==> config.mk <==
export PLATFORM = sky130hd
export DESIGN_NAME = mips32_prog_loader
export DESIGN_NICKNAME = d
export VERILOG_FILES = /design/src/rtl/mips32_prog_loader.sv
export SDC_FILE = /design/constraint.sdc
export NUM_CORES = 1
export LEC_CHECK = 0
export ABC_AREA = 1
export BUFFER_PORTS_ARGS = -buffer_cell sky130_fd_sc_hd__buf_2
export CAP_MARGIN = 20
export CORE_MARGIN = 2
export CORE_UTILIZATION = 45
export CTS_CLUSTER_SIZE = 28
export DETAILED_ROUTE_END_ITERATION = 12
export PLACE_DENSITY = 0.74
export SYNTH_ARGS = -nofsm -noshare
export SYNTH_HDL_FRONTEND = slang
export SYNTH_SLANG_ARGS = --single-unit
export TNS_END_PERCENT = 100
==> constraint.sdc <==
create_clock -name clk -period 3.1 [get_ports clk]
set_input_delay 0.465 -clock clk [delete_from_list [all_inputs] [get_ports clk]]
set_output_delay 0.465 -clock clk [all_outputs]
set_load 0.01 [all_outputs]
==> src/rtl/mips32_prog_loader.sv <==
// mips32_prog_loader
//
// Byte-stream program loader that drives the write side of the MIPS32
// instruction/data memory. It receives one framed program image over a
// valid/ready byte interface. It assembles big-endian 32-bit words, writes them
// to consecutive word addresses, and checks the frame checksum. If the checksum
// is good, it releases the core through cpu_run.
//
// Frame layout, in byte order:
//   ADDR_HI ADDR_LO CNT_HI CNT_LO {4*N payload bytes, MSB first} CHK
// The 8-bit sum of every byte, including CHK, must be 0x00.
//
// Ports
//   clk        single clock, all logic on the rising edge
//   rst_n      synchronous active-low reset
//   start      one-cycle pulse that aborts any frame and re-arms the loader
//   in_valid   byte source has data
//   in_data    stream byte
//   in_ready   loader accepts a byte this cycle (combinational, independent
//              of in_valid)
//   mem_we     one-cycle write strobe per assembled word
//   mem_addr   memory word address (ADDR_W bits)
//   mem_wdata  memory write data
//   busy       frame reception in progress (after the first header byte)
//   done       last frame loaded with a good checksum
//   error      last frame failed
//   err_code   00 none, 01 checksum, 10 timeout
//   cpu_run    processor release, high only while loaded successfully
//
// Parameters
//   ADDR_W       memory word-address width
//   TIMEOUT_CYC  inter-byte timeout in clocks
//
// Build option
//   LOADER_TIMEOUT_EN  When defined, the loader aborts a frame with
//                      err_code 10 after TIMEOUT_CYC idle clocks while busy.
//                      When undefined, the loader waits indefinitely.

module mips32_prog_loader #(
    parameter int ADDR_W      = 10,
    parameter int TIMEOUT_CYC = 65535
) (
    input  logic              clk,
    input  logic              rst_n,
    input  logic              start,
    input  logic              in_valid,
    input  logic [7:0]        in_data,
    output logic              in_ready,
    output logic              mem_we,
    output logic [ADDR_W-1:0] mem_addr,
    output logic [31:0]       mem_wdata,
    output logic              busy,
    output logic              done,
    output logic              error,
    output logic [1:0]        err_code,
    output logic              cpu_run
);

    typedef enum logic [2:0] {
        S_RESET,
        S_HDR,
        S_PAY,
        S_CHK,
        S_DONE,
        S_ERR
    } state_t;

    state_t            state;
    logic [1:0]        hdr_idx;
    logic [1:0]        byte_idx;
    logic [7:0]        addr_hi;
    logic [7:0]        addr_lo;
    logic [7:0]        cnt_hi;
    logic [7:0]        sum;
    logic [15:0]       words_left;
    logic [ADDR_W-1:0] addr;
    logic [23:0]       word_shift;

    logic              accept;
    logic [7:0]        sum_next;
    logic [15:0]       hdr_addr;
    logic [15:0]       hdr_count;
    logic              unused_ok;

`ifdef LOADER_TIMEOUT_EN
    logic [31:0]       idle_cnt;
`endif

    // A byte moves only in the receiving states. A start pulse blocks the
    // handshake, so the byte offered in the same cycle is never accepted.
    assign in_ready  = ((state == S_HDR) || (state == S_PAY) || (state == S_CHK)) && !start;
    assign accept    = in_valid && in_ready;
    assign sum_next  = sum + in_data;
    assign hdr_addr  = {addr_hi, addr_lo};
    assign hdr_count = {cnt_hi, in_data};

    // Header address bits above ADDR_W cannot reach the memory. They are
    // gathered here only so that they have a reader.
`ifdef LOADER_TIMEOUT_EN
    assign unused_ok = ^hdr_addr;
`else
    assign unused_ok = ^{hdr_addr, 32'(TIMEOUT_CYC)};
`endif

    // Loader FSM with registered outputs.
    // mem_we is set on the edge that accepts the fourth byte of a word, so the
    // write slot is exactly the following cycle. A start pulse arriving during
    // that slot cannot cancel the write, because the write is already on the
    // port.
    always_ff @(posedge clk) begin
        if (!rst_n) begin
            state      <= S_RESET;
            hdr_idx    <= 2'd0;
            byte_idx   <= 2'd0;
            addr_hi    <= 8'h00;
            addr_lo    <= 8'h00;
            cnt_hi     <= 8'h00;
            sum        <= 8'h00;
            words_left <= 16'd0;
            addr       <= '0;
            word_shift <= 24'd0;
            mem_we     <= 1'b0;
            mem_addr   <= '0;
            mem_wdata  <= 32'd0;
            busy       <= 1'b0;
            done       <= 1'b0;
            error      <= 1'b0;
            err_code   <= 2'b00;
            cpu_run    <= 1'b0;
`ifdef LOADER_TIMEOUT_EN
            idle_cnt   <= 32'd0;
`endif
        end else begin
            mem_we <= 1'b0;
            if (start) begin
                state    <= S_RESET;
                busy     <= 1'b0;
                done     <= 1'b0;
                error    <= 1'b0;
                err_code <= 2'b00;
                cpu_run  <= 1'b0;
            end else begin
                case (state)
                    S_RESET: begin
                        hdr_idx    <= 2'd0;
                        byte_idx   <= 2'd0;
                        sum        <= 8'h00;
                        words_left <= 16'd0;
                        busy       <= 1'b0;
                        done       <= 1'b0;
                        error      <= 1'b0;
                        err_code   <= 2'b00;
                        cpu_run    <= 1'b0;
`ifdef LOADER_TIMEOUT_EN
                        idle_cnt   <= 32'd0;
`endif
                        state      <= S_HDR;
                    end

                    S_HDR: begin
                        if (accept) begin
                            sum     <= sum_next;
                            busy    <= 1'b1;
                            hdr_idx <= hdr_idx + 2'd1;
                            case (hdr_idx)
                                2'd0: addr_hi <= in_data;
                                2'd1: addr_lo <= in_data;
                                2'd2: cnt_hi  <= in_data;
                                default: begin
                                    addr       <= hdr_addr[ADDR_W-1:0];
                                    words_left <= hdr_count;
                                    byte_idx   <= 2'd0;
                                    // An empty program carries only the checksum.
                                    state      <= (hdr_count == 16'd0) ? S_CHK : S_PAY;
                                end
                            endcase
                        end
                    end

                    S_PAY: begin
                        if (accept) begin
                            sum        <= sum_next;
                            word_shift <= {word_shift[15:0], in_data};
                            byte_idx   <= byte_idx + 2'd1;
                            if (byte_idx == 2'd3) begin
                                mem_we     <= 1'b1;
                                mem_addr   <= addr;
                                mem_wdata  <= {word_shift, in_data};
                                // Wrap past the top of memory is silent.
                                addr       <= addr + ADDR_W'(1);
                                words_left <= words_left - 16'd1;
                                if (words_left == 16'd1) begin
                                    state <= S_CHK;
                                end
                            end
                        end
                    end

                    S_CHK: begin
                        if (accept) begin
                            sum  <= sum_next;
                            busy <= 1'b0;
                            if (sum_next == 8'h00) begin
                                state   <= S_DONE;
                                done    <= 1'b1;
                                cpu_run <= 1'b1;
                            end else begin
                                state    <= S_ERR;
                                error    <= 1'b1;
                                err_code <= 2'b01;
                            end
                        end
                    end

                    S_DONE: state <= S_DONE;
                    S_ERR:  state <= S_ERR;
                    default: state <= S_RESET;
                endcase

`ifdef LOADER_TIMEOUT_EN
                // The idle counter runs only once the frame has begun. It
                // restarts on every accepted byte.
                if (busy && (state == S_HDR || state == S_PAY || state == S_CHK)) begin
                    if (accept) begin
                        idle_cnt <= 32'd0;
                    end else if (idle_cnt == 32'(TIMEOUT_CYC - 1)) begin
                        state    <= S_ERR;
                        busy     <= 1'b0;
                        error    <= 1'b1;
                        err_code <= 2'b10;
                        idle_cnt <= 32'd0;
                    end else begin
                        idle_cnt <= idle_cnt + 32'd1;
                    end
                end else begin
                    idle_cnt <= 32'd0;
                end
`endif
            end
        end
    end

endmodule
==> impl_metrics.toml, run 1 <==
[power]
leakage_nw = 2.940
power_w = 0.004748
ir_drop_uv = 436.5
p_per_area_mw_per_mm2 = 685.0

[setup_path]
r2r_start = "state[2]"
crit_chain = "nor2_2, nand2_2, inv_2, nand2_2, nor2_4, buf_12, inv_2, nor2_1, nor2_1"
cpMaxStageDelayCell = "dfxtp_1"
rr_endpoint = "mem_addr[4]"
path_depth = 9
crit_path_end_kind = "register"
crit_end = "mem_addr[4]"
critPathMaxStageDelay_ns = 0.36
critPathKind = "reg -> reg"
worstSetupStartpoint = "state[2]"
reg2regPathDepth = 9
r2r_setup_slack_ns = 1.03
worstPathMaxFanout = 72
worstPathRequired_ns = 3.41
cp_top_family = "simple AND/OR/NAND/NOR gates"
worst_setup_path_start_kind = "register"
worst-endpoint-arrival_ns = 2.38
worst-path-buf-inv = 3

[logic_synthesis]
ys_seq_elements = 129
ys_types = 36
synth_enable_flop_cells = 0
ys_seq_area_share_pct = 43.50
ys_warn_count = 0
synth_fp_nets = 844
synthFlopType = "dfxtp_1"
netlist_instances = 816
synth_area_per_cell_um2 = 7.276
async_flop_share_pct = 0
synth_area_mm2 = 0.005937

[placed_design]
routabilityCongestion = 0.8859
io_buffers = 60
dp_slack_ns = 0.7908
dp_hpwl_mm = 9.632

[grt]
grt_max_degree = 73
grt.total_usage_pct = 21.11
antenna_found_initial = 0
overflow = 0
grt_pass1_wl_mm = 24.06
first_global_vias = 4983

[routing]
wl_met3_um = 771
dr.max_layer_used = "met4"
drt-wirelength-per-cell_um = 13.91
route.met2.wl_mm = 6.673
first_pass_iters = 5
drtIter0Drc = 521
vias = 5449
wirelength_mm = 14.58
ant_nets = 0
vias_per_cell = 5.199
drc = 0
met1Wirelength_mm = 6.916

[final_layout]
layout_common_cells = "dfxtp_1, o21ai_0, nand2_1, nor2_1, a21oi_1"
postLayoutCoreUtil_pct = 54.27
insertedDiodeCount = 0
layout_commonest_cell = "dfxtp_1"
area_growth_pct = 16.75
drive_gt1_share_pct = 14.38
nFillCells = 1187
final_nets = 891

[run]
maxCapViolations = 0

[timing]
hold_viol_final = 0
rsz0062_at_grt = "no"
holdWs_ns = 0.3652
fin_skew_ns = 0.008695
final.setup.tns_ns = 0
setup_viol = 0
period_share_pct = 66.69
slew_viol_final = 0
max_freq_mhz = 483.7
finalCriticalPeriod_ns = 2.067
fin_ws_ns = 1.033

[floorplanning]
die_h_um = 118.9
die_area_mm2 = 0.01413
start_util_pct = 46.48
ioPinCount = 62
rows = 41
coreArea_mm2 = 0.01277
die_w_um = 118.9

[cts]
post_cts_buffers = 0
cts-root-buf = "clkbuf_16"
clock_sinks = 129
cts_buffers = 17
cts-hold-fix-buffers = 0
cts_buffer_depth = 2
h-tree-depth = 4
path_clk_slew_ns = 0.06
cts_tree = "built"
cts-resized-gates = 0
worstSkewPairLatency_ns = 0.42

[outcome]
status = "completed"

[worst_hold_path]
hp-class = "in -> reg"
==> logic make-up (layout without fill, tap and decap cells) <==
logic type	after synthesis	after routing	share of synthesized area, %
xor+xnor	4	4	0.5902
simple gates	276	276	20.27
flops	129	129	43.50
buf+inv	141	201	9.715
other cells	1	1	0.06316
compound gates	249	249	22.36
fa+ha+maj	16	16	3.498
==> layout make-up <==
type	count	area, um2	share of cell area [%]
well taps	172	215.2	3.105
clock buffers	18	429.2	6.191
clock inverters	14	176.4	2.545
inverters	102	385.4	5.560
multi-input cells	546	2778	40.07
flip-flops and latches	129	2582	37.26
repair buffers	67	365.4	5.271
==> per-stage QoR <==
stage,cells,area [um2]
floorplan,816,5937
global route,1048,6932
finish,1048,6932
detailed placement,1016,6326
CTS,1048,6932
global placement,1016,6326
==> state kept, by name, summed over array words and instances, names as in the netlist <==
name / cells
mem_wdata: 32
word_shift: 24
words_left: 16
addr: 10
mem_addr: 10
addr_lo: 8
cnt_hi: 8
sum: 8
state: 3
addr_hi: 2
byte_idx: 2
hdr_idx: 2
busy: 1
cpu_run: 1
err_code: 1
mem_we: 1
==> worst min-delay path by stage <==
stage	start	endpoint	depth (start not counted)
after floorplan	addr_hi[1]	addr_hi[1]	2
after global placement	addr_lo[4]	addr_lo[4]	2
after detailed placement	word_shift[16]	word_shift[16]	2
after CTS	in_data[0]	word_shift[0]	3
after global routing	in_data[0]	addr_hi[0]	3
final	in_data[0]	word_shift[0]	3
==> cell usage after synthesis, types with 2 or more instances <==
cell | count | area, um2
o21ai_2 | 2 | 17.52
nand4_1 | 6 | 37.54
ha_1 | 15 | 187.7
inv_1 | 93 | 349.1
nor2_1 | 103 | 386.6
nor3_1 | 3 | 15.01
nand2_4 | 2 | 22.52
o21ai_0 | 112 | 560.5
a21oi_1 | 101 | 505.5
xor2_1 | 3 | 26.28
o22ai_1 | 6 | 37.54
o211ai_1 | 2 | 15.01
inv_2 | 8 | 30.03
dfxtp_1 | 129 | 2582
a211oi_1 | 21 | 157.7
or2_2 | 3 | 18.77
buf_4 | 7 | 52.55
nor2_4 | 4 | 45.04
clkbuf_1 | 17 | 63.81
nand2_1 | 109 | 409.1
nand3_1 | 37 | 185.2
buf_2 | 15 | 75.07
o21ai_1 | 2 | 10.01
nand2_2 | 4 | 25.02
==> tightest hold or removal path: stages <==
cell and delay, ns:
buf_2 0.14, nand2_1 0.07, a21oi_1 0.05
==> where the power goes <==
part           switching, W  internal, W
combinational      0.000589     0.000276
sequential        0.0000856      0.00175
clock              0.000776      0.00128
total               0.00145      0.00330
==> layer usage <==
metal / track usage (%) / up-vias
met5: 0 / -
met4: 8.185 / 0
met3: 4.358 / 19
met2: 32.97 / 147
met1: 28.64 / 2487
li1: - / 2796
Note: power is estimated with default switching activity, not from simulation.
==> run 2, diff against run 1 <==
PLACE_DENSITY = 0.76   (was 0.74)
clock period = 1.9 ns   (was 3.1 ns; I/O delays follow)
==> run 2 against run 1 <==
Net effect:
- flip-flop and latch count unchanged
- worst hold slack worse by 0.12 ns
- highest routed layer unchanged
- wire length is 2.2% higher
- non-clock buffer count up 20
- total power is 63% higher
- clock skew is 0.0035 ns lower
- count of clock-buffer cells in the layout is the same
- final cell count rose by 1.9%
==> impl_metrics.toml, run 2 (same netlist as run 1, synthesis figures left out) <==
[routing]
vias_per_cell = 5.240
vias = 5596
drtIter0Drc = 577
ant_nets = 0
first_pass_iters = 5
drc = 0
drt-wirelength-per-cell_um = 13.96
wirelength_mm = 14.91

[cts]
cts_buffers = 17
worstSkewPairLatency_ns = 0.42
path_clk_slew_ns = 0.06
clock_sinks = 129
h-tree-depth = 4
cts-root-buf = "clkbuf_16"
cts_tree = "built"
cts_buffer_depth = 2

[outcome]
status = "completed"

[final_layout]
layout_common_cells = "dfxtp_1, o21ai_0, nand2_1, a21oi_1, nor2_1"
top_register = "mem_wdata"
reg.largest.list = "mem_wdata: 32 flops, word_shift: 24 flops, words_left: 16 flops"
final_nets = 911
layout.cells.non_filler = 1068
layout_commonest_cell = "dfxtp_1"
largest_reg_flops = 32
drive_gt1_share_pct = 17.41
area_growth_pct = 20.44
insertedDiodeCount = 0
finalInstanceArea_mm2 = 0.007151

[power]
ir_drop_uv = 654.2
p_per_area_mw_per_mm2 = 1080
leakage_nw = 3.055

[placed_design]
dp_hpwl_mm = 9.903
dp.cells = 1034
io_buffers = 60
dp_slack_ns = -0.1619
place_area_mm2 = 0.006486
routabilityCongestion = 0.9185

[floorplanning]
die_w_um = 118.9
ioPinCount = 62
rows = 41
die_h_um = 118.9
coreArea_mm2 = 0.01277
start_util_pct = 46.48
die_area_mm2 = 0.01413

[setup_path]
cp_top_family = "simple AND/OR/NAND/NOR gates"
cpMaxStageDelayCell = "fa_2"
critPathMaxStageDelay_ns = 0.43
worst-endpoint-arrival_ns = 2.13
worstPathRequired_ns = 2.22
reg2regPathDepth = 11
crit_path_end_kind = "register"
worst_setup_path_start_kind = "register"
worstPathMaxFanout = 2
critPathKind = "reg -> reg"
worst-path-buf-inv = 1
crit_top_cell = "nand2_1"
crit_chain = "ha_4, fa_2, or2_4, nor2_2, nand3_1, nor2_1, nand2_1, nand2_1, nand3_1, nand2_1, inv_1"
path_depth = 11

[timing]
setup_viol = 0
fin_ws_ns = 0.08992
finalCriticalPeriod_ns = 1.810
rsz0062_at_grt = "yes"
max_freq_mhz = 552.5
fin_skew_ns = 0.005217
period_share_pct = 95.27
final.setup.tns_ns = 0
hold_viol_final = 0
holdWs_ns = 0.2422
slew_viol_final = 0

[worst_hold_path]
hp-class = "in -> reg"
min_path_cells = 4

[grt]
grt_pass1_wl_mm = 24.59
first_global_vias = 5112
grt.total_usage_pct = 21.67
overflow = 0
grt_max_degree = 64
antenna_found_initial = 0

[run]
maxCapViolations = 0
-- run 2: cell types whose count changed in the layout (fill, tap and decap cells not counted), moves of 2 or more --
cell,delta
buf_12,+2
nor2_1,-2
dfxtp_2,+4
dfxtp_1,-4
buf_4,+17
nand2_1,-2
-- run 2: through the flow --
stage / utilization [%] / total power [W]
4_1_cts: 55.81 / 0.007728
2_1_floorplan: - / 0.004115
5_1_grt: 55.98 / 0.008100
6_report: 55.98 / 0.007726
3_5_place_dp: 50.78 / 0.004489
3_3_place_gp: 50.78 / 0.004457
-- run 2: cell type report --
class,count,area (um2)
Clock buffer,18,429.2
Inverter,102,387.9
Clock inverter,14,155.1
Sequential cell,129,2587
Timing Repair Buffer,87,560.5
Multi-Input combinational cell,546,2815
Tap cell,172,215.2
Fill cell,1162,5623
-- run 2: worst min-delay path, stage by stage --
cell	delay, ns
buf_2	0.14
nor2_1	0.08
o21ai_0	0.07
a21oi_1	0.04
-- run 2: metal layers --
metal  wire (um)  vias to the layer above  global-route usage (%)
met4         357                        0                   8.408
met5           0                        -                       0
met2        6627                      187                   32.61
met3         892                       31                   5.556
met1        7029                     2543                   29.78
li1            -                     2835                       -
-- run 2: power by group --
group | switching, W | internal, W
combinational | 0.000988 | 0.000520
clock | 0.00128 | 0.00195
sequential | 0.000139 | 0.00285
total | 0.00240 | 0.00532
-- run 2: worst paths after layout --
kind	start	endpoint	slack [ns]
max reg2reg	sum[0]	state[0]	0.09
max	sum[0]	state[0]	0.09
min	start	state[1]	0.24
min reg2reg	addr_lo[4]	addr_lo[4]	0.45
-- run 2: what timing repair did --
item | 4_1_cts | 5_1_grt
hold buffers | 0 | 0
buffers inserted | 0 | 1
setup endpoints to repair | 17 | 50
gates cloned | 1 | 0
gates resized for setup | 7 | 9
pin swaps | 6 | 6
==> run 3, diff against run 2 <==
PLACE_DENSITY = 0.74   (was 0.76)
clock period = 2.3 ns   (was 1.9 ns; I/O delays follow)
==> run 3 against run 2 <==
Net effect:
- flip-flop and latch count unchanged
- worst hold slack better by 0.049 ns
- fmax down 8.2%
- critical path depth unchanged
- non-clock buffer count down 16
- utilization down 1.6 points
- die area unchanged
- total power down 18%
- sequential share of layout area up 1.0 points
- register-to-register slack better by 0.24 ns
- count of clock-buffer cells in the layout unchanged
- highest routed layer unchanged
==> impl_metrics.toml, run 3 (same netlist as run 1, synthesis figures left out) <==
[floorplanning]
die_w_um = 118.9
coreArea_mm2 = 0.01277
die_area_mm2 = 0.01413
ioPinCount = 62
start_util_pct = 46.48
die_h_um = 118.9
rows = 41

[power]
leakage_nw = 2.949
switchingPower_w = 0.001956
seq_power_share_pct = 39.1
p_per_area_mw_per_mm2 = 907.3
ir_drop_uv = 759.4
combPwrFrac_pct = 18.6
p_clk_share_pct = 42.3
p_int_w = 0.004341
p_sw_share_pct = 31.06

[cts]
clock_sinks = 129
post_cts_buffers = 0
cts-hold-fix-buffers = 0
cts_buffer_depth = 2
worstSkewPairLatency_ns = 0.42
cts-resized-gates = 0
cts_buffers = 17
cts-root-buf = "clkbuf_16"
cts_tree = "built"
path_clk_slew_ns = 0.06
h-tree-depth = 4

[routing]
drc = 0
vias_per_cell = 5.176
vias = 5445
wirelength_mm = 14.41
drt-wirelength-per-cell_um = 13.70
drtIter0Drc = 397
ant_nets = 0
first_pass_iters = 5

[grt]
grt.total_usage_pct = 21.14
grt_pass1_wl_mm = 24.02
grt.met3_usage_pct = 5.603
overflow = 0
antenna_found_initial = 0
first_global_vias = 4922
top_usage_layer = "met2"
met2_usage_pct = 31.97
grt_util_met1_pct = 28.58
grt_max_degree = 72

[final_layout]
drive_gt1_share_pct = 14.77
largest_reg_flops = 32
layout.cells.non_filler = 1052
nFillCells = 1190
final_nets = 895
insertedDiodeCount = 0
postLayoutCoreUtil_pct = 54.33
reg.largest.list = "mem_wdata: 32 flops, word_shift: 24 flops, words_left: 16 flops"
top_register = "mem_wdata"
area_growth_pct = 16.90
layout_commonest_cell = "dfxtp_1"
layout_common_cells = "dfxtp_1, o21ai_0, nand2_1, nor2_1, a21oi_1"

[setup_path]
critPathKind = "reg -> reg"
crit_path_end_kind = "register"
worst-endpoint-arrival_ns = 2.30
worstSetupStartpoint = "sum[0]"
worstPathRequired_ns = 2.63
worst_setup_path_start_kind = "register"
r2r_start = "sum[0]"
worstPathMaxFanout = 2

[outcome]
status = "completed"

[placed_design]
dp.cells = 1020
routabilityCongestion = 0.9355
dp_hpwl_mm = 9.787
io_buffers = 60

[worst_hold_path]
hp-class = "in -> reg"
hp-start = "in_data[7]"

[timing]
rsz0062_at_grt = "no"
finalCriticalPeriod_ns = 1.971
setup_viol = 0
hold_viol_final = 0
max_freq_mhz = 507.3
slew_viol_final = 0
period_share_pct = 85.71
fin_skew_ns = 0.007941
final.setup.tns_ns = 0

[run]
maxCapViolations = 0
-- run 3: changes by cell type in the layout (fill, tap and decap cells not counted), moves of 2 or more --
| cell | delta |
|---|---|
| buf_12 | -2 |
| nor2_1 | +2 |
| buf_4 | -13 |
| dfxtp_2 | -4 |
| dfxtp_1 | +4 |
| nand2_1 | +2 |
-- run 3: cell type report --
type	instances	area, um2	area share (%)
Inverter	102	385.4	5.553
Clock buffer	18	429.2	6.184
Clock inverter	14	155.1	2.235
Tap cell	172	215.2	3.101
Sequential cell	129	2582	37.21
Timing Repair Buffer	71	395.4	5.697
Multi-Input combinational cell	546	2778	40.02
-- run 3: stage by stage --
step / hold slack, ns / worst slack [ns] / power (W) / cell area (um2)
final: 0.2911 / 0.3288 / 0.006297 / 6940
after global routing: 0.3026 / 0.1272 / 0.006614 / 6940
after CTS: 0.2755 / 0.3290 / 0.006321 / 6940
after detailed placement: 0.4455 / 0.1495 / 0.003652 / 6356
after global placement: 0.4400 / 0.1811 / 0.003634 / 6356
after floorplan: 0.4238 / 0.3796 / 0.003400 / 5937
-- run 3: final timing paths --
| path | endpoint | slack (ns) | depth (start not counted) |
|---|---|---|---|
| hold / removal | mem_wdata[7] | 0.29 | 3 |
| setup / recovery | state[0] | 0.33 | 11 |
| hold reg to reg | addr_lo[6] | 0.45 | 2 |
| setup reg to reg | state[0] | 0.33 | 11 |
-- run 3: power by group through the flow --
stage / Clock (W) / Combinational, W / Sequential, W
global placement: 0 / 0.00113 / 0.00251
floorplan: 0 / 0.000922 / 0.00248
CTS: 0.00270 / 0.00116 / 0.00246
global route: 0.00280 / 0.00133 / 0.00248
detailed placement: 0 / 0.00114 / 0.00251
finish: 0.00266 / 0.00117 / 0.00247
-- run 3: per-layer routing --
layer | vias to the layer above | share of wire, %
met1 | 2443 | 49
met5 | - | 0
li1 | 2806 | -
met2 | 164 | 44
met4 | 0 | 2.5
met3 | 32 | 5.0
-- run 3: worst max-delay path: stages (launching register included) --
cell and delay (ns):
dfxtp_1 0.31, ha_1 0.20, fa_1 0.45, or2_2 0.30, nor2_1 0.10, nand3_1 0.08, nor2_1 0.12, nand2_1 0.09
nand2_1 0.06, nand3_1 0.06, nand2_1 0.06, inv_1 0.03
